**src/rtl/rr_x_in_pkg.sv**
```systemverilog
// Shared state encoding and helpers for the round-robin crossbar-input arbiter.
// Latency: none (types and pure functions only).
// Backpressure: n/a.
package rr_x_in_pkg;

  localparam logic [1:0] ST_IDLE    = 2'd0;
  localparam logic [1:0] ST_GRANTED = 2'd1;
  localparam logic [1:0] ST_LOCKED  = 2'd2;

  // Binary index of a one-hot (or zero) vector; zero maps to index 0.
  function automatic logic [31:0] oh2bin(input logic [31:0] i_oh);
    logic [31:0] v_id;
    v_id = '0;
    for (int i = 0; i < 32; i++) begin
      if (i_oh[i]) v_id = v_id | 32'(i);
    end
    return v_id;
  endfunction

  // Pointer after granting requester i_id: one past it, wrapping at i_size.
  function automatic logic [31:0] ptr_next(input logic [31:0] i_id, input int i_size);
    return (i_id == 32'(i_size - 1)) ? 32'd0 : i_id + 32'd1;
  endfunction

endpackage

```
**src/rtl/rr_x_in_arbiter_if.sv**
```systemverilog
// Request/grant bundle between input-port request logic and the arbiter.
// Latency: n/a (wires only). last_in exists only with RR_X_IN_LOCK_EN.
// Backpressure: ack_in is the consumer's acknowledge of the held grant.
interface rr_x_in_arbiter_if #(
  parameter int IO_SIZE = 5,
  parameter int IO_w    = 3
);
  logic [IO_SIZE-1:0] req_in;
  logic               ack_in;
`ifdef RR_X_IN_LOCK_EN
  logic               last_in;
`endif
  logic [IO_SIZE-1:0] grant_out;
  logic               grant_vld;
  logic [IO_w-1:0]    grant_id;

  modport master (
    output req_in,
    output ack_in,
`ifdef RR_X_IN_LOCK_EN
    output last_in,
`endif
    input  grant_out,
    input  grant_vld,
    input  grant_id
  );

  modport slave (
    input  req_in,
    input  ack_in,
`ifdef RR_X_IN_LOCK_EN
    input  last_in,
`endif
    output grant_out,
    output grant_vld,
    output grant_id
  );
endinterface

```
**src/rtl/rr_x_in_arbiter_fpa.sv**
```systemverilog
// FPA_X_IN fixed-priority selector: keeps only the lowest set request bit.
// Latency: combinational.
// Backpressure: none.
module rr_x_in_arbiter_fpa #(
  parameter int N = 5
) (
  input  logic [N-1:0] i_req,
  output logic [N-1:0] o_gnt
);
  // x & ~(x-1) isolates the least significant set bit; zero in gives zero out.
  assign o_gnt = i_req & ~(i_req - N'(1));
endmodule

```
**src/rtl/rr_x_in_arbiter.sv**
```systemverilog
// Round-robin N-input arbiter producing a registered one-hot grant; build option RR_X_IN_LOCK_EN.
// Latency: request to grant 1 cycle; back-to-back grants on ack with no bubble.
// Backpressure: grant held until ack_in (and last_in when locking is enabled).
module rr_x_in_arbiter #(
  parameter int IO_SIZE = 5,
  parameter int IO_w    = 3
) (
  input  logic              clk,
  input  logic              rst_n,
  rr_x_in_arbiter_if.slave  bus
);
  import rr_x_in_pkg::*;

  logic [1:0]         r_state;
  logic [1:0]         w_state_nxt;
  logic [IO_SIZE-1:0] r_grant;
  logic [IO_SIZE-1:0] w_grant_nxt;
  logic [IO_w-1:0]    r_grant_id;
  logic [IO_w-1:0]    w_grant_id_nxt;
  logic [IO_w-1:0]    r_ptr;
  logic [IO_w-1:0]    w_ptr_nxt;
  logic [IO_w-1:0]    w_ptr_adv;
  logic [IO_w-1:0]    w_arb_ptr;

  logic               w_req_any;
  logic               w_release;
  logic               w_gnt_dropped;
`ifdef RR_X_IN_LOCK_EN
  logic               w_lock;
`endif

  logic [IO_SIZE-1:0] w_mask;
  logic [IO_SIZE-1:0] w_masked;
  logic [IO_SIZE-1:0] w_sel_masked;
  logic [IO_SIZE-1:0] w_sel_raw;
  logic [IO_SIZE-1:0] w_arb_gnt;
  logic [IO_w-1:0]    w_arb_id;

  assign w_req_any     = |bus.req_in;
  assign w_ptr_adv     = IO_w'(ptr_next(32'(r_grant_id), IO_SIZE));
  // Cancel only applies without ack; ack plus a dropped bit is a release.
  assign w_gnt_dropped = (r_state == ST_GRANTED) && !bus.ack_in && ((r_grant & bus.req_in) == '0);

`ifdef RR_X_IN_LOCK_EN
  assign w_release = bus.ack_in && bus.last_in &&
                     ((r_state == ST_GRANTED) || (r_state == ST_LOCKED));
  assign w_lock    = bus.ack_in && !bus.last_in && (r_state == ST_GRANTED);
`else
  assign w_release = bus.ack_in && (r_state == ST_GRANTED);
`endif

  // On release, arbitrate from the advanced pointer so the next grant lands on the same edge.
  assign w_arb_ptr = w_release ? w_ptr_adv : r_ptr;

  // Thermometer mask: keep requesters at or above the pointer.
  always_comb begin
    w_mask = '0;
    for (int j = 0; j < IO_SIZE; j++) begin
      w_mask[j] = (j >= int'(w_arb_ptr));
    end
  end

  assign w_masked = bus.req_in & w_mask;

  rr_x_in_arbiter_fpa #(.N(IO_SIZE)) u_fpa_masked (
    .i_req (w_masked),
    .o_gnt (w_sel_masked)
  );

  rr_x_in_arbiter_fpa #(.N(IO_SIZE)) u_fpa_raw (
    .i_req (bus.req_in),
    .o_gnt (w_sel_raw)
  );

  // Wrap to the unmasked pick when nobody at/above the pointer is requesting.
  assign w_arb_gnt = (|w_masked) ? w_sel_masked : w_sel_raw;
  assign w_arb_id  = IO_w'(oh2bin(32'(w_arb_gnt)));

  // State, grant, grant id and pointer registers; id always moves with the grant.
  always_ff @(posedge clk or negedge rst_n) begin
    if (!rst_n) begin
      r_state    <= ST_IDLE;
      r_grant    <= '0;
      r_grant_id <= '0;
      r_ptr      <= '0;
    end else begin
      r_state    <= w_state_nxt;
      r_grant    <= w_grant_nxt;
      r_grant_id <= w_grant_id_nxt;
      r_ptr      <= w_ptr_nxt;
    end
  end

  // Next-state: grant on request, re-arbitrate on release or cancel, otherwise hold.
  always_comb begin
    w_state_nxt    = r_state;
    w_grant_nxt    = r_grant;
    w_grant_id_nxt = r_grant_id;
    w_ptr_nxt      = r_ptr;
    case (r_state)
      ST_IDLE: begin
        if (w_req_any) begin
          w_grant_nxt    = w_arb_gnt;
          w_grant_id_nxt = w_arb_id;
          w_state_nxt    = ST_GRANTED;
        end
      end
      ST_GRANTED: begin
        if (w_release) begin
          w_ptr_nxt      = w_ptr_adv;
          w_grant_nxt    = w_arb_gnt;
          w_grant_id_nxt = w_arb_id;
          w_state_nxt    = w_req_any ? ST_GRANTED : ST_IDLE;
`ifdef RR_X_IN_LOCK_EN
        end else if (w_lock) begin
          w_state_nxt    = ST_LOCKED;
`endif
        end else if (w_gnt_dropped) begin
          w_grant_nxt    = w_arb_gnt;
          w_grant_id_nxt = w_arb_id;
          w_state_nxt    = w_req_any ? ST_GRANTED : ST_IDLE;
        end
      end
`ifdef RR_X_IN_LOCK_EN
      ST_LOCKED: begin
        if (w_release) begin
          w_ptr_nxt      = w_ptr_adv;
          w_grant_nxt    = w_arb_gnt;
          w_grant_id_nxt = w_arb_id;
          w_state_nxt    = w_req_any ? ST_GRANTED : ST_IDLE;
        end
      end
`endif
      default: begin
        w_state_nxt    = ST_IDLE;
        w_grant_nxt    = '0;
        w_grant_id_nxt = '0;
      end
    endcase
  end

  // Outputs come straight from registers, so they cannot glitch.
  always_comb begin
    bus.grant_out = r_grant;
    bus.grant_vld = |r_grant;
    bus.grant_id  = r_grant_id;
  end

endmodule

```
**src/flat_wrapper.sv**
```systemverilog
// flat-port wrapper written by rule: the top's interface ports become plain ports
module rr_x_in_arbiter_flat import rr_x_in_pkg::*;
#(
  parameter int IO_SIZE = 5,
  parameter int IO_w    = 3
)
  (clk, rst_n, bus_req_in, bus_ack_in, bus_grant_out, bus_grant_vld, bus_grant_id);
  rr_x_in_arbiter_if #(.IO_SIZE(IO_SIZE), .IO_w(IO_w)) bus_i ();
  input  logic clk;
  input  logic rst_n;
  input wire logic [$bits(bus_i.req_in)-1:0] bus_req_in;
  input wire logic [$bits(bus_i.ack_in)-1:0] bus_ack_in;
  output wire logic [$bits(bus_i.grant_out)-1:0] bus_grant_out;
  output wire logic [$bits(bus_i.grant_vld)-1:0] bus_grant_vld;
  output wire logic [$bits(bus_i.grant_id)-1:0] bus_grant_id;
  assign bus_i.req_in = bus_req_in;
  assign bus_i.ack_in = bus_ack_in;
  assign bus_grant_out = bus_i.grant_out;
  assign bus_grant_vld = bus_i.grant_vld;
  assign bus_grant_id = bus_i.grant_id;
  rr_x_in_arbiter #(.IO_SIZE(IO_SIZE), .IO_w(IO_w)) u_core (.clk(clk), .rst_n(rst_n), .bus(bus_i));
endmodule
```
**config.mk**
```make
export PLATFORM = sky130hd
export DESIGN_NAME = rr_x_in_arbiter_flat
export DESIGN_NICKNAME = d
export VERILOG_FILES = /design/src/rtl/rr_x_in_pkg.sv /design/src/rtl/rr_x_in_arbiter_if.sv /design/src/rtl/rr_x_in_arbiter_fpa.sv /design/src/rtl/rr_x_in_arbiter.sv /design/src/flat_wrapper.sv
export SDC_FILE = /design/constraint.sdc
export NUM_CORES = 1
export LEC_CHECK = 0
export CAP_MARGIN = 0
export CORE_MARGIN = 5
export CORE_UTILIZATION = 60
export DETAILED_ROUTE_END_ITERATION = 16
export DONT_BUFFER_PORTS = 1
export HOLD_SLACK_MARGIN = 0.12
export PLACE_DENSITY_LB_ADDON = 0.08
export SETUP_SLACK_MARGIN = 0.02
export SYNTH_ARGS = -nofsm -noshare
export SYNTH_HDL_FRONTEND = slang
export SYNTH_HIERARCHICAL = 1
export SYNTH_SLANG_ARGS = --single-unit
```
**constraint.sdc**
```tcl
create_clock -name clk -period 5.5 [get_ports clk]
set_input_delay 0.825 -clock clk [delete_from_list [all_inputs] [get_ports clk]]
set_output_delay 0.825 -clock clk [all_outputs]
set_load 0.02 [all_outputs]
```
Yosys cells after proc, flatten, opt, wreduce, memory -nomap -nowiden
Cells that the tools add are included.
{"block": "classes", "reduce_logical": 10, "addsub": 3, "n_mux": 20, "n_bitwise": 6, "n_lt_le_gt_ge": 5, "n_eq_ne": 4}
{"cell": "AND 5 bit", "n": 4}
{"cell": "two-way mux 5 bit", "n": 4}
{"cell": "two-way mux 3 bit", "n": 6}
{"cell": "OR reduction 5 bit", "n": 3}
{"cell": "two-way mux 2 bit", "n": 5}
{"cell": "NOT 5 bit", "n": 2}
{"cell": "case mux 5 bit (2 select lines)", "n": 1}
{"cell": "subtractor 5 x 1 -> 5 bit, second input constant", "n": 2}
{"cell": "greater-or-equal comparator 1 x 3 -> 1 bit, first input constant", "n": 2}
{"cell": "greater-or-equal comparator 2 x 3 -> 1 bit, first input constant", "n": 2}
{"cell": "case mux 3 bit (2 select lines)", "n": 1}
{"cell": "zero test 5 bit", "n": 1}
{"cell": "case mux 2 bit (2 select lines)", "n": 1}
{"cell": "adder 3 x 1 -> 3 bit, second input constant", "n": 1}
{"cell": "== test 3 bit, second input constant", "n": 1}
{"cell": "greater-or-equal comparator 3 bit, first input constant", "n": 1}
{"cell": "logical AND 1 bit", "n": 3}
{"cell": "inequality test 3 x 1 -> 1 bit, second input constant", "n": 1}
{"cell": "== test 2 x 1 -> 1 bit, second input constant", "n": 1}
{"cell": "zero test 2 bit", "n": 1}
{"cell": "two-way mux 1 bit", "n": 2}
{"cell": "inequality test 2 x 1 -> 1 bit, second input constant", "n": 1}
{"cell": "AND reduction 2 bit", "n": 1}
{"cell": "zero test 1 bit", "n": 1}
{"block": "totals", "ff_bits": 13}

Longest topological paths before layout
Gate-level depths: netlist of the first run.
{"block": "logic_depth", "ltp_word": 16, "ltp_mapped": 9, "mapped_depth_nobuf": 9}

Hierarchy
Netlist of the first run, hierarchy kept.
{"mod": "rr_x_in_arbiter", "cells_per_inst": 78, "instances": 1, "area_each_um2": 728.2}
{"mod": "rr_x_in_arbiter_fpa", "cells_per_inst": 6, "instances": 2, "area_each_um2": 57.6}

Worst setup path after synthesis of the first run
Ideal clock, no wire load.
{"block": "synth_path", "path_kind": "input -> register", "start": "input port bus_ack_in", "end": "register u_core.r_grant_id[0], in the netlist u_core/bus.grant_id[0]", "t_arrival_ns": 2.602, "setup_slack_ns": 2.776, "path_stages": 6, "setup_time_ns": 0.122, "cell_sequence": "a21oi_1 a31oi_4 nor4_1 and2b_2 or3b_1 a32o_1"}
{"block": "synth_between", "elab_chain_len": 15, "word_cells_on_any_way": 26, "cone_classes": "1 x add/sub; 5 x order compare; 1 x eq/ne; 10 x mux; 3 x bitwise; 6 x reduce/logical"}
{"item": "from (decl)", "line": "flat_wrapper.sv:12", "rtl": "input wire logic [$bits(bus_i.ack_in)-1:0] bus_ack_in;"}
{"item": "logical AND 1 bit (*)", "line": "rr_x_in_arbiter.sv:49", "rtl": "assign w_release = bus.ack_in && (r_state == ST_GRANTED);"}
{"item": "two-way mux 3 bit (*)"}
{"item": "greater-or-equal comparator 1 x 3 -> 1 bit (*)", "line": "rr_x_in_arbiter.sv:59", "rtl": "w_mask[j] = (j >= int'(w_arb_ptr));"}
{"item": "AND 5 bit (*)", "line": "rr_x_in_arbiter.sv:63", "rtl": "assign w_masked = bus.req_in & w_mask;"}
{"item": "via u_core.w_masked[0]", "line": "rr_x_in_arbiter.sv:33", "rtl": "logic [IO_SIZE-1:0] w_masked;"}
{"item": "subtractor 5 x 1 -> 5 bit (*)", "line": "rr_x_in_arbiter_fpa.sv:11", "rtl": "assign o_gnt = i_req & ~(i_req - N'(1));"}
{"item": "NOT 5 bit (*)", "line": "rr_x_in_arbiter_fpa.sv:11"}
{"item": "AND 5 bit (*)", "line": "rr_x_in_arbiter_fpa.sv:11"}
{"item": "via u_core.w_sel_masked[1]", "line": "rr_x_in_arbiter.sv:34", "rtl": "logic [IO_SIZE-1:0] w_sel_masked;"}
{"item": "two-way mux 5 bit (*)", "line": "rr_x_in_arbiter.sv:76", "rtl": "assign w_arb_gnt = (|w_masked) ? w_sel_masked : w_sel_raw;"}
{"item": "two-way mux 1 bit (*)", "line": "rr_x_in_pkg.sv:15", "rtl": "if (i_oh[i]) v_id = v_id | 32'(i);"}
{"item": "two-way mux 2 bit (*) (2 in a row)", "line": "rr_x_in_pkg.sv:15"}
{"item": "two-way mux 3 bit (*)", "line": "rr_x_in_pkg.sv:15"}
{"item": "two-way mux 3 bit", "line": "rr_x_in_arbiter.sv:118", "rtl": "end else if (w_gnt_dropped) begin"}
{"item": "two-way mux 3 bit", "line": "rr_x_in_arbiter.sv:109", "rtl": "if (w_release) begin"}
{"item": "case mux 3 bit (2 select lines) (*)", "line": "rr_x_in_arbiter.sv:100", "rtl": "case (r_state)"}
{"item": "to (signal assigned)", "line": "rr_x_in_arbiter.sv:89", "rtl": "r_grant_id <= w_grant_id_nxt;"}
{"item": "to (decl)", "line": "rr_x_in_arbiter.sv:18", "rtl": "logic [IO_w-1:0] r_grant_id;"}
The timed path passes the listed nets; every way through them passes the cells marked *. The select of a mux whose other input is x is not followed.
A chain may end at the register's enable or synchronous reset.

Worst setup path after layout of the first run
{"block": "layout_path", "start": "register u_core.r_grant_id[0], in the netlist u_core/bus.grant_id[0]", "end": "register u_core.r_grant_id[0], in the netlist u_core/bus.grant_id[0]"}
{"block": "layout_between", "elab_chain_len": 16, "word_cells_on_any_way": 23, "cone_classes": "2 x add/sub; 5 x order compare; 1 x eq/ne; 11 x mux; 3 x bitwise; 1 x reduce/logical"}
{"item": "adder 3 x 1 -> 3 bit / == test 3 bit (equally long branches)", "line": "rr_x_in_pkg.sv:22", "rtl": "return (i_id == 32'(i_size - 1)) ? 32'd0 : i_id + 32'd1;"}
{"item": "two-way mux 3 bit (*)", "line": "rr_x_in_pkg.sv:22"}
{"item": "two-way mux 3 bit (*)"}
{"item": "greater-or-equal comparator 1 x 3 -> 1 bit (*)", "line": "rr_x_in_arbiter.sv:59"}
{"item": "AND 5 bit (*)", "line": "rr_x_in_arbiter.sv:63"}
{"item": "via u_core.w_masked[0]", "line": "rr_x_in_arbiter.sv:33"}
{"item": "subtractor 5 x 1 -> 5 bit (*)", "line": "rr_x_in_arbiter_fpa.sv:11"}
{"item": "NOT 5 bit (*)", "line": "rr_x_in_arbiter_fpa.sv:11"}
{"item": "AND 5 bit (*)", "line": "rr_x_in_arbiter_fpa.sv:11"}
{"item": "via u_core.w_sel_masked[1]", "line": "rr_x_in_arbiter.sv:34"}
{"item": "two-way mux 5 bit (*)", "line": "rr_x_in_arbiter.sv:76"}
{"item": "two-way mux 1 bit (*)", "line": "rr_x_in_pkg.sv:15"}
{"item": "two-way mux 2 bit (*) (2 in a row)", "line": "rr_x_in_pkg.sv:15"}
{"item": "two-way mux 3 bit (*)", "line": "rr_x_in_pkg.sv:15"}
{"item": "two-way mux 3 bit", "line": "rr_x_in_arbiter.sv:118"}
{"item": "two-way mux 3 bit", "line": "rr_x_in_arbiter.sv:109"}
{"item": "case mux 3 bit (2 select lines) (*)", "line": "rr_x_in_arbiter.sv:100"}
Marked as above.

==> out/qor.yml, run 1 <==
synth_top_family_by_area: "simple AND/OR/NAND/NOR gates"
clock_sinks: 11
yosys.area.top_type_share: 0.326
seq_power_share: 0.394
worstPathRequired_ns: 5.67
setup_tns_ns: 0
crit_path_max_incr_delay_ns: 0.77
yosys_warnings: 6
vdd_ir_drop_max_uv: 362
cp_max_fo: 5
fin_nets: 101
finalHoldViolCount: 0
port_buffers: 0
clkPwrFrac: 0.118
final_cell_mix: "11 x dfrtp_1, 8 x inv_1, 8 x a21oi_1"
synthFlopType: "dfrtp_1"
cp-end-kind: "flop"
core.rowCount: 13
path_clk_slew_ns: 0.08
intPower_mw: 0.251
rsz0062_at_grt: "no"
grt_pass1_wl_um: 3360
synthAdderAreaFrac: 0.0297
critical_path_arrival_ns: 3.14
powerDensity_nw_per_um2: 571
ioPinCount: 17
crit_chain: "inv_1 -> ha_1 -> nand3_1 -> o21ai_2 -> nor4_1 -> and2b_2 -> or3b_1 -> a32o_1"
vias: 705
postSynth.asyncResetShare: 1.00
area_delta_synth_final_pct: 2.37
syn_area_sq_um: 843
leakage_nw: 0.373
synth-xor-area-share: 0
grt_start_max_net_pins: 16
skew_ns: 0.00341
final_layout_size_suffix_gt1_frac: 0.222
synth-edff-count: 0
cts.htree.levels: 1
grt_overflow: 0
synth_compound_area_frac: 0.227
worst_slack_ns: 2.53
worst_pin_slew_ns: 0.922
yosysTopAreaCell: "dfrtp_1"
utilization: 0.655
fill_cells: 109
ys_seq_elements: 11
wl_per_cell_um: 18.3
outcome: "complete, no violations"
cts_tree: "done"
totalPowerFinal_mw: 0.493
critPathSlowestCell: "nor4_1"
first_pass_iters: 4
finalCritPeriodShare: 0.540
ys_types: 35
setup_violations: 0
cts_resized: 0
drv_slew: 0
cts_buffers: 3
die_area_sq_um: 2260
via_per_inst: 6.71
netlist_instances: 90
switching_share: 0.491
clk_latency_ns: 0.28
core_sq_um: 1320
hp-class: "primary input to async pin"
max-slew-margin-rel: 0.380
ant_nets: 0
p_switching_mw: 0.242
routed_wl_um: 1920
power_frac_comb: 0.488
drc: 0
grt.total_usage: 0.219
drt-initial-drc-count: 30
antennaDiodeCount: 0
dp_slack_ns: 2.54
layout_commonest_cell: "dfrtp_1"
synth-seq-area-share: 0.326
synth.area.top_cells: "dfrtp_1 33%, a21oi_1 4.7%, inv_1 3.6%, nor4b_2 3.6%, nor2_1 3.1%"
synthMuxAreaShare: 0.0549
clockBufferDepth: 2
avgSynthCellArea_sq_um: 9.37
cp-start-kind: "flop"
hpwl_um: 1450
antenna_found_initial: 0
place_congestion: 0.871
cts_root_buf: "clkbuf_4"
max_freq_mhz: 337
die_y_um: 47.5
die_w_um: 47.5
yosys.area_share.simple: 0.295
cts_hold_buf: 0
drv_cap: 0
syn-num-nets: 100
setup.worst_path.class: "flop to flop"
grt_pass1_vias: 738
initial_core_util: 0.640
post_cts_buffers: 0
min_period_ns: 2.97
-- sequential cells by signal, indices dropped and copies added, names as in the netlist --
register / count
u_core/r_ptr: 3
u_core/bus.grant_id: 2
u_core/bus.grant_out: 5
u_core/r_state: 1
-- per-layer routing --
layer	track usage	vias to the layer above	part of all wire
met1	0.278	342	0.41
met2	0.353	32	0.48
met5	0	-	0
met3	0.0414	5	0.083
li1	-	326	-
met4	0.110	0	0.019
-- cell type report --
cell class,instances,area [sq um],share of cell area
Clock buffer,3,22.5,0.0261
Clock inverter,1,5.00,0.00580
Inverter,8,30.0,0.0348
Multi-Input combinational cell,67,512,0.593
Sequential cell,11,275,0.319
Tap cell,15,18.8,0.0217
-- cell families after synthesis --
kind of cell,count (synthesis)
AND/OR/NAND/NOR,38
flip-flops,11
AO/OA/AOI/OAI,23
multiplexers,4
adder cells (fa/ha/maj),2
buffers and inverters,12
-- worst max-delay path: cells and delay by family, from the launching register on --
kind	cells	cell delay [ns]
flip-flops	1	0.53
adder cells (fa/ha/maj)	1	0.32
buffers and inverters	1	0.08
AO/OA/AOI/OAI	2	0.36
AND/OR/NAND/NOR	4	1.57
-- power by group through the flow --
stage                     combinational [mW]  sequential [mW]  clock (mW)
after CTS                              0.240            0.195      0.0586
final                                  0.240            0.194      0.0581
after global placement                 0.236            0.195           0
after global routing                   0.269            0.203      0.0644
after detailed placement               0.238            0.197           0
after floorplan                        0.214            0.177           0
-- path summary, 6_finish.rpt --
kind	depth (start not counted)	to	slack [ns]	startpoint
worst min register to register	2	u_core/r_ptr[0]$_DFFE_PN0P_	0.59	u_core/r_ptr[0]$_DFFE_PN0P_
min in group clk	2	u_core/r_ptr[0]$_DFFE_PN0P_	0.59	u_core/r_ptr[0]$_DFFE_PN0P_
worst max-delay path	8	u_core/bus.grant_id[0]$_DFFE_PN0P_	2.53	u_core/bus.grant_id[0]$_DFFE_PN0P_
worst min-delay path	0	u_core/bus.grant_out[1]$_DFFE_PN0P_	0.23	rst_n
max in group asynchronous	0	u_core/bus.grant_id[1]$_DFFE_PN0P_	5.20	rst_n
worst max register to register	8	u_core/bus.grant_id[0]$_DFFE_PN0P_	2.53	u_core/bus.grant_id[0]$_DFFE_PN0P_
-- stage by stage --
stage,instances,hold slack (ns),cell area [sq um]
final,105,0.230,863
after global routing,105,0.213,863
after CTS,105,0.229,863
after detailed placement,101,0.530,836
after global placement,101,0.530,836
after floorplan,90,0.506,843
-- Yosys cell counts, types with 3 or more instances --
cell type	instances
dfrtp_1	11
a21oi_1	8
nand2_1	6
buf_4	3
or3b_1	3
nand2b_1	3
nor2_1	7
nor3_1	3
inv_1	8
No activity file was read; power rests on OpenSTA's default activity.
==> inputs of run 2 (changes only) <==
Settings changed: CORE_UTILIZATION 60 to 54.
Clock period 5.5 ns to 2.6 ns, I/O delays scaled along.
==> run 2 against run 1 <==
  * Power is 130% higher
  * Critical endpoint unchanged
  * Flip-flop and latch count stayed put
  * Worst setup slack worse by 2.3 ns
  * Via count is 0.99% lower
  * Clock power is 110% higher
  * Sequential power is 88% higher
  * First-iteration DRC count is 27% lower
  * Wire length is 6.3% higher
  * Critical path type unchanged
==> out/qor.yml, run 2 (synthesis results as in run 1) <==
fill_cells: 134  # +23%
via_per_inst: 6.18  # -8.0%
cp-startpoint: "u_core/bus.grant_id[0]$_DFFE_PN0P_"
worstPathRequired_ns: 2.76  # -2.91 ns
vdd_ir_drop_max_uv: 669  # +85%
ant_nets: 0  # unchanged
clock_sinks: 11  # unchanged
finalHoldViolCount: 0  # unchanged
final_cell_mix: "11 x dfrtp_1, 8 x inv_1, 8 x a21oi_1"
cp_max_fo: 7  # +2
p_switching_mw: 0.528  # +120%
antennaDiodeCount: 0  # unchanged
crit_path_max_incr_delay_ns: 0.42  # -0.35 ns
wl_per_cell_um: 18.1  # -1.2%
grt_overflow: 0  # unchanged
clk_latency_ns: 0.28  # about the same
totalPowerFinal_mw: 1.11  # +130%
ff2ff_path_depth: 8  # unchanged
leakage_nw: 0.405  # +8.5%
first_pass_iters: 5  # +1
grt.total_usage: 0.185  # -0.0341
critical_path_arrival_ns: 2.57  # -0.57 ns
max-slew-margin-rel: 0.648  # +0.268
clockBufferDepth: 2  # unchanged
hpwl_um: 1540  # +6.2%
cts_buffers: 3  # unchanged
largest_reg_flops: 5  # unchanged
skew_ns: 0.0101  # +0.00668 ns
seq_power_share: 0.329  # -0.065
cp-end-kind: "flop"
fin_nets: 108  # +6.9%
setup.worst_path.class: "flop to flop"
cts_tree: "done"
dp_slack_ns: 0.187  # -2.35 ns
layout_commonest_cell: "dfrtp_1"
area_delta_synth_final_pct: 9.64
cts_resized: 0  # unchanged
die_y_um: 49.5  # +4.3%
final_layout_size_suffix_gt1_frac: 0.268  # +0.0458
whs_path_depth: 2
antenna_found_initial: 0  # unchanged
place_congestion: 0.858  # -1.5%
cts_root_buf: "clkbuf_4"
setup_tns_ns: 0  # unchanged
initial_core_util: 0.566  # -0.0737
worst_pin_slew_ns: 0.526  # -0.396 ns
drc: 0  # unchanged
die_w_um: 49.5  # +4.3%
drv_cap: 0  # unchanged
min_from: "bus_req_in[2]"
utilization: 0.621  # -0.0343
grt_start_max_net_pins: 14  # -2
powerDensity_nw_per_um2: 1200  # +110%
cts.htree.levels: 1  # unchanged
power_frac_comb: 0.560  # +0.072
core_sq_um: 1490  # +13%
setup_violations: 0  # unchanged
cpMostUsedCell: "or3b_1"
critPathSlowestCell: "or3b_1"
die_area_sq_um: 2450  # +8.7%
drv_slew: 0  # unchanged
vias: 698  # -0.99%
finalCritPeriodShare: 0.928  # +0.388
min_period_ns: 2.41  # -0.559 ns
r2r-start: "u_core/bus.grant_id[0]$_DFFE_PN0P_"
outcome: "complete, no violations"
intPower_mw: 0.581  # +130%
worst_slack_ns: 0.188  # -2.34 ns
path_clk_slew_ns: 0.08  # about the same
core.rowCount: 14  # +1
cp-start-kind: "flop"
crit_chain: "inv_1 -> ha_1 -> or3b_1 -> a31oi_4 -> nor3_1 -> and2b_2 -> or3b_1 -> a32o_1"
rsz0062_at_grt: "no"
grt_pass1_wl_um: 3530  # +5.1%
hp-class: "primary input to flop"
port_buffers: 0  # unchanged
routed_wl_um: 2040  # +6.3%
max_freq_mhz: 415  # +23%
clkPwrFrac: 0.111  # -0.007
switching_share: 0.476  # -0.0152
grt_pass1_vias: 721  # -2.3%
drt-initial-drc-count: 22  # -27%
ioPinCount: 17  # unchanged
run 2: repair_timing:
item | in CTS | in global routing
hold buffers | 1 | 0
setup buffers | 0 | 0
hold endpoints to repair | 11 | 0
run 2: path summary, 6_finish.rpt:
check / endpoint / slack (ns)
min: u_core/r_state[0]$_DFFE_PN0P_ / 0.23
max reg2reg: u_core/bus.grant_id[0]$_DFFE_PN0P_ / 0.19
max: u_core/bus.grant_id[0]$_DFFE_PN0P_ / 0.19
max in group asynchronous: u_core/bus.grant_out[1]$_DFFE_PN0P_ / 1.72
min reg2reg: u_core/r_ptr[0]$_DFFE_PN0P_ / 0.59
min in group asynchronous: u_core/r_ptr[2]$_DFFE_PN0P_ / 0.51
run 2: layout make-up:
class / instances / area, sq um / area share
clock buffers: 4 / 26.3 / 0.0284
well taps: 16 / 20.0 / 0.0217
repair buffers: 7 / 55.1 / 0.0595
multi-input cells: 67 / 518 / 0.560
flip-flops and latches: 11 / 275 / 0.298
inverters: 8 / 30.0 / 0.0325
run 2: critical path: cells and delay by family, from the launching register on:
family | cells | cell delay, ns
compound gates | 2 | 0.53
fa+ha+maj | 1 | 0.20
buf+inv | 1 | 0.06
flops | 1 | 0.41
simple gates | 4 | 1.10
run 2: power by group through the flow:
stage	logic, mW	clock network (mW)	registers, mW
after floorplan	0.458	0	0.374
after global placement	0.601	0	0.365
after detailed placement	0.608	0	0.370
after CTS	0.618	0.127	0.365
after global routing	0.674	0.140	0.380
final	0.621	0.124	0.365
run 2: through the flow:
| step | std cells | hold slack, ns | area, sq um |
|---|---|---|---|
| 2_1_floorplan | 90 | 0.0944 | 850 |
| 5_1_grt | 113 | 0.256 | 925 |
| 3_5_place_dp | 108 | 0.0947 | 888 |
| 6_report | 113 | 0.230 | 925 |
| 4_1_cts | 113 | 0.229 | 925 |
| 3_3_place_gp | 108 | 0.0948 | 888 |
run 2: per-layer routing:
| layer | share of wire | vias to the layer above | global-route usage |
|---|---|---|---|
| met5 | 0 | - | 0 |
| met4 | 0.013 | 0 | 0.0699 |
| met3 | 0.062 | 3 | 0.0542 |
| met2 | 0.50 | 22 | 0.288 |
| met1 | 0.42 | 334 | 0.239 |
| li1 | - | 339 | - |
